### src/rtl/audio_frontend_ctrl.sv
// Codec init FSM with timeout, button-stepped per-channel power-of-two gain with saturation,
// and a 2-stage valid-gated sample pipeline. Define CLIP_DETECT_EN for sticky per-channel clip flags.
module audio_frontend_ctrl #(
  parameter  int DATA_W          = 16,
  parameter  int CHANNELS        = 2,
  parameter  int VOL_LEVELS      = 4,
  parameter  int INIT_TIMEOUT    = 1000000,
  parameter  int DEBOUNCE_CYCLES = 500000,
  localparam int LVL_W           = (VOL_LEVELS > 1) ? $clog2(VOL_LEVELS) : 1
) (
  input  logic                         Clk,
  input  logic                         Reset_n,
  input  logic                         init_finish,
  input  logic                         button,
  input  logic [CHANNELS*DATA_W-1:0]   adc_data,
  input  logic                         adc_valid,
  output logic                         init,
  output logic [CHANNELS*DATA_W-1:0]   out_data,
  output logic                         out_valid,
  output logic [LVL_W-1:0]             volume_level,
  output logic [1:0]                   fsm_state,
  output logic                         init_error
`ifdef CLIP_DETECT_EN
  ,
  output logic [CHANNELS-1:0]          clip
`endif
);

  localparam int EXT_W = DATA_W + VOL_LEVELS;
  localparam int TO_W  = (INIT_TIMEOUT > 1) ? $clog2(INIT_TIMEOUT) : 1;
  localparam int DB_W  = (DEBOUNCE_CYCLES > 1) ? $clog2(DEBOUNCE_CYCLES) : 1;

  localparam logic [TO_W-1:0]  TO_LAST  = TO_W'(INIT_TIMEOUT - 1);
  localparam logic [DB_W-1:0]  DB_LAST  = DB_W'(DEBOUNCE_CYCLES - 1);
  localparam logic [LVL_W-1:0] LVL_LAST = LVL_W'(VOL_LEVELS - 1);

  localparam logic signed [EXT_W-1:0] SAT_HI = {{(EXT_W-DATA_W+1){1'b0}}, {(DATA_W-1){1'b1}}};
  localparam logic signed [EXT_W-1:0] SAT_LO = {{(EXT_W-DATA_W+1){1'b1}}, {(DATA_W-1){1'b0}}};

  typedef enum logic [1:0] {
    S_HALT  = 2'd0,
    S_INIT  = 2'd1,
    S_RUN   = 2'd2,
    S_ERROR = 2'd3
  } state_t;

  state_t state;
  logic [TO_W-1:0] to_cnt;

  logic            btn_meta;
  logic            btn_sync;
  logic            btn_stable;
  logic [DB_W-1:0] db_cnt;
  logic            vol_step;

  logic [CHANNELS*DATA_W-1:0] data_p1;
  logic [LVL_W-1:0]           lvl_p1;
  logic                       vld_p1;
  logic                       accept;

  logic signed [EXT_W-1:0]    wide [CHANNELS];
  logic [CHANNELS*DATA_W-1:0] out_next;

  // Sign-extend into the headroom bits first so the shift can never lose the sign.
  function automatic logic signed [EXT_W-1:0] apply_gain(
    input logic signed [DATA_W-1:0] s,
    input logic [LVL_W-1:0]         lvl
  );
    logic signed [EXT_W-1:0] ext;
    ext = {{VOL_LEVELS{s[DATA_W-1]}}, s};
    return ext <<< lvl;
  endfunction

  function automatic logic signed [DATA_W-1:0] saturate(input logic signed [EXT_W-1:0] v);
    logic signed [EXT_W-1:0] r;
    if (v > SAT_HI)      r = SAT_HI;
    else if (v < SAT_LO) r = SAT_LO;
    else                 r = v;
    return r[DATA_W-1:0];
  endfunction

  assign fsm_state = state;

  always_ff @(posedge Clk) begin
    if (!Reset_n) begin
      state      <= S_HALT;
      init       <= 1'b0;
      init_error <= 1'b0;
      to_cnt     <= '0;
    end else begin
      case (state)
        S_HALT: begin
          state <= S_INIT;
          init  <= 1'b1;
        end
        S_INIT: begin
          if (init_finish) begin
            state <= S_RUN;
          end else if (to_cnt == TO_LAST) begin
            state      <= S_ERROR;
            init       <= 1'b0;
            init_error <= 1'b1;
          end else begin
            to_cnt <= to_cnt + 1'b1;
          end
        end
        S_RUN:   ;
        S_ERROR: ;
        default: state <= S_HALT;
      endcase
    end
  end

  // A step fires on the cycle the debounced level commits a 0->1 transition.
  assign vol_step = btn_sync && !btn_stable && (db_cnt == DB_LAST);

  always_ff @(posedge Clk) begin
    if (!Reset_n) begin
      btn_meta     <= 1'b0;
      btn_sync     <= 1'b0;
      btn_stable   <= 1'b0;
      db_cnt       <= '0;
      volume_level <= '0;
    end else begin
      btn_meta <= button;
      btn_sync <= btn_meta;
      if (btn_sync == btn_stable) begin
        db_cnt <= '0;
      end else if (db_cnt == DB_LAST) begin
        db_cnt     <= '0;
        btn_stable <= btn_sync;
      end else begin
        db_cnt <= db_cnt + 1'b1;
      end
      if (vol_step)
        volume_level <= (volume_level == LVL_LAST) ? '0 : volume_level + 1'b1;
    end
  end

  assign accept = adc_valid && (state == S_RUN);

  always_comb begin
    out_next = '0;
    for (int c = 0; c < CHANNELS; c++) begin
      wide[c] = apply_gain(data_p1[c*DATA_W +: DATA_W], lvl_p1);
      out_next[c*DATA_W +: DATA_W] = saturate(wide[c]);
    end
  end

  // --- stage p1: capture sample and the level in force when it was accepted ---
  // --- stage p2: gain + saturate into the output register ---
  always_ff @(posedge Clk) begin
    if (!Reset_n) begin
      data_p1   <= '0;
      lvl_p1    <= '0;
      vld_p1    <= 1'b0;
      out_data  <= '0;
      out_valid <= 1'b0;
    end else begin
      vld_p1 <= accept;
      if (accept) begin
        data_p1 <= adc_data;
        lvl_p1  <= volume_level;
      end
      out_valid <= vld_p1;
      if (vld_p1)
        out_data <= out_next;
    end
  end

`ifdef CLIP_DETECT_EN
  logic [CHANNELS-1:0] sat_flag;

  always_comb begin
    sat_flag = '0;
    for (int c = 0; c < CHANNELS; c++)
      sat_flag[c] = (wide[c] > SAT_HI) || (wide[c] < SAT_LO);
  end

  // A volume step clears the flags even if a saturating sample lands on the same edge.
  always_ff @(posedge Clk) begin
    if (!Reset_n)
      clip <= '0;
    else if (vol_step)
      clip <= '0;
    else if (vld_p1)
      clip <= clip | sat_flag;
  end
`endif

endmodule
### config.mk
export PLATFORM = sky130hd
export DESIGN_NAME = audio_frontend_ctrl
export DESIGN_NICKNAME = d
export VERILOG_FILES = /design/src/rtl/audio_frontend_ctrl.sv
export SDC_FILE = /design/constraint.sdc
export NUM_CORES = 1
export LEC_CHECK = 0
export CAP_MARGIN = 10
export CORE_MARGIN = 8
export CORE_UTILIZATION = 40
export CTS_CLUSTER_SIZE = 25
export DETAILED_ROUTE_END_ITERATION = 12
export PLACE_DENSITY = 0.68
export SLEW_MARGIN = 15
export SYNTH_ARGS = -nofsm -noshare
export SYNTH_HDL_FRONTEND = slang
export SYNTH_SLANG_ARGS = --single-unit
### constraint.sdc
create_clock -name Clk -period 1.94 [get_ports Clk]
set_clock_uncertainty 0.1 [all_clocks]
set_input_delay 0.388 -clock Clk [delete_from_list [all_inputs] [get_ports Clk]]
set_output_delay 0.388 -clock Clk [all_outputs]
set_load 0.05 [all_outputs]
==> key figures <==
Floorplanning
  • DIE WIDTH: 131 um
  • Die area: 17100 um^2
  • Die Ht: 131 um
  • IO Pins: 76
  • Initial core utilization: 40.4%
  • Rows: 42
  • Core Area: 13100 um^2

Logic synthesis
  • Top_reg_cell synth: dfxtp_1
  • Post-Synth XOR/XNOR Area: 4.64%
  • Post-synthesis compound-gate area fraction: 14.5%
  • Post-synth EDFFs: 0
  • Post-Syn Area per Cell: 8.24 um^2
  • Synthesized Nets: 682
  • Mux cell area share after synthesis: 7.09%
  • Synth Register Bits: 116
  • Mapped cell area: 5280 um^2
  • Gate count of the mapped netlist: 641
  • Register area share after synthesis: 44.0%
  • Async SR Flop Fraction: 0%
  • Synth warnings: 0
  • Area contributors post-synth: dfxtp_1 (44%), nand2_1 (10%), mux2i_1 (6.4%), a21boi_1 (4.8%), a21oi_1 (3.6%)
  • Proportion of netlist area held by the largest area contributor: 44.0%
  • Distinct cells, synth: 46
  • Leading area contributor after synthesis: dfxtp_1
  • Synth Area in Adders: 0.948%
  • Synth Area in Simple Gates: 25.5%
  • Largest family of logic cells by synthesized area: simple AND/OR/NAND/NOR gates

GRT
  • Vias in the first global route: 4462
  • Pin count of the biggest net entering global routing: 109
  • Grt ovf: 0
  • Antenna violations before repair: 0
  • Global-route wire length before repair: 21.4 mm
  • GRT Util Overall: 15.8%

Final layout
  • Antenna Cells: 0
  • Area growth, synth to finish: 31.8%
  • Most frequent cells in the layout: nand2_1 (142), dfxtp_1 (113), buf_4 (67)
  • Share of cells above drive strength 1: 15.9%
  • Nets@finish: 766
  • Commonest non-fill, non-tap cell in the layout: nand2_1

Timing
  • Hold slack: 203 ps
  • Relative slew slack: 66.4%
  • Worst setup margin: 89.1 ps
  • Pins over their slew limit: 0
  • RSZ-0062 raised after global routing: false
  • Fmax: 540 MHz
  • Slew @ Worst Pin: 500 ps
  • Hold Fails Final Rpt: 0
  • Final setup viols: 0
  • Fin crit share: 95.4%
  • Post-layout min period: 1850 ps

Clocking
  • Setup bufs post-CTS: 0
  • CTS Hold Buffers Added: 0
  • CTS tree: done
  • TritonCTS Buffers: 17
  • # clock sinks: 116
  • Worst-Skew Late Latency: 410 ps
  • Bufs on Longest Clock Path: 2
  • CTS clk-pin slew, worst paths: 50 ps
  • CTS H-tree depth: 4
  • Root Buffer Master: clkbuf_16

Detailed routing
  • Routed Antenna Nets: 0
  • Post-route DRC: 0
  • Via density: 5.08
  • Vias post-DR: 4637
  • Wirelength per Cell: 14.2 um
  • First-pass DRT Iterations: 5
  • Initial drt markers: 379
  • Final wirelength: 13.0 mm

Min path
  • HP Class: in -> reg
  • Hold Path Depth: 2

Pwr
  • PD cells: 900 nW/um^2
  • VDD IR-drop max: 0.680 mV
  • Leakage power: 2.73 nW

Worst setup path
  • CP arrival: 2060 ps
  • Crit end category: register
  • CP startpoint kind: input pin
  • R2R depth: 5
  • Crit-path max FO: 4
  • CP required: 2150 ps
  • WS Path Type: in -> reg

Placed design
  • Final Wtd Congestion: 0.819
  • Pre-CTS WS: -387 ps
  • HPWL after DPL: 9.18 mm
  • # port buffers: 75

Outcome
  • Status: finished clean

Flow run
  • MaxCap Viol Count: 0
cell type report:
cell class / count / area (um^2)
fillers: 1185 / 6130
multi-input cells: 478 / 2790
flip-flops and latches: 116 / 2330
repair buffers: 107 / 938
clock buffers: 22 / 485
well taps: 176 / 220
clock inverters: 9 / 173
inverters: 5 / 18.8
cell families (layout without fill, tap and decap cells):
logic type,after synthesis,count (layout)
multiplexers,37,37
adder cells (fa/ha/maj),4,4
buffers and inverters,47,143
flip-flops,116,116
AO/OA/AOI/OAI,126,126
AND/OR/NAND/NOR,283,283
XOR/XNOR,28,28
metal layers:
| layer | up-vias | part of all wire, % | global-route usage [%] |
|---|---|---|---|
| met5 | - | 0 | 0 |
| met4 | 0 | 1.1 | 5.87 |
| met3 | 13 | 4.4 | 4.55 |
| met2 | 100 | 47 | 25.0 |
| met1 | 2161 | 47 | 20.1 |
| li1 | 2363 | - | - |
Yosys cell counts (4+ instances only):
cell	n
dfxtp_1	116
and3_1	6
and4_1	4
nand2b_1	9
a21oi_1	38
nand4_1	13
a21boi_1	34
o21ai_1	6
o21ai_0	33
o211ai_1	5
xor2_1	16
clkbuf_1	37
ha_1	4
nor2b_1	4
nand3_1	33
and2_1	15
xnor2_1	12
nand2_1	142
nor3_1	4
mux2i_1	34
buf_2	4
nor2_1	35
through the flow:
stage / cells / TNS (ps) / utilization (%) / power, mW / area, um^2
finish: 913 / 0 / 53.2 / 6.26 / 6960
global route: 913 / 0 / 53.2 / 6.47 / 6960
CTS: 913 / 0 / 53.1 / 6.33 / 6940
detailed placement: 882 / -4400 / 48.0 / 2.86 / 6290
global placement: 882 / -3530 / 48.0 / 2.85 / 6290
floorplan: 641 / 0 / - / 2.69 / 5290
registers in the layout, summed over array words and instances (netlist names):
| register | count |
|---|---|
| data_p1 | 32 |
| to_cnt | 20 |
| init | 1 |
| btn_meta | 1 |
| init_error | 1 |
| volume_level | 2 |
| btn_sync | 1 |
| out_valid | 1 |
| vld_p1 | 1 |
| db_cnt | 19 |
| btn_stable | 1 |
| lvl_p1 | 2 |
| out_data | 32 |
| fsm_state | 2 |
path summary, 6_finish.rpt:
kind,from,to,slack (ps)
min,Reset_n,btn_stable$_SDFFE_PN0P_,200
max reg2reg,to_cnt[6]$_SDFFE_PN0P_,to_cnt[17]$_SDFFE_PN0P_,90
min reg2reg,btn_meta$_SDFF_PN0_,btn_sync$_SDFF_PN0_,340
max,init_finish,to_cnt[13]$_SDFFE_PN0P_,90
worst max-delay path, stage by stage:
cell and delay (ps):
clkdlybuf4s50_1 420, or3b_1 450, nor4_4 360, nand4_1 150, xnor2_1 140, and2_1 150
where the power goes:
part,internal (mW),switching (mW)
clock network,2.41,1.05
logic,0.158,0.191
registers,2.43,0.0323
total,4.99,1.27
timing repair:
item	4_1_cts	5_1_grt
pin swaps	1	0
gates resized for setup	0	3
endpoints found under the setup margin	2	9
No activity file was read; power rests on OpenSTA's default activity.
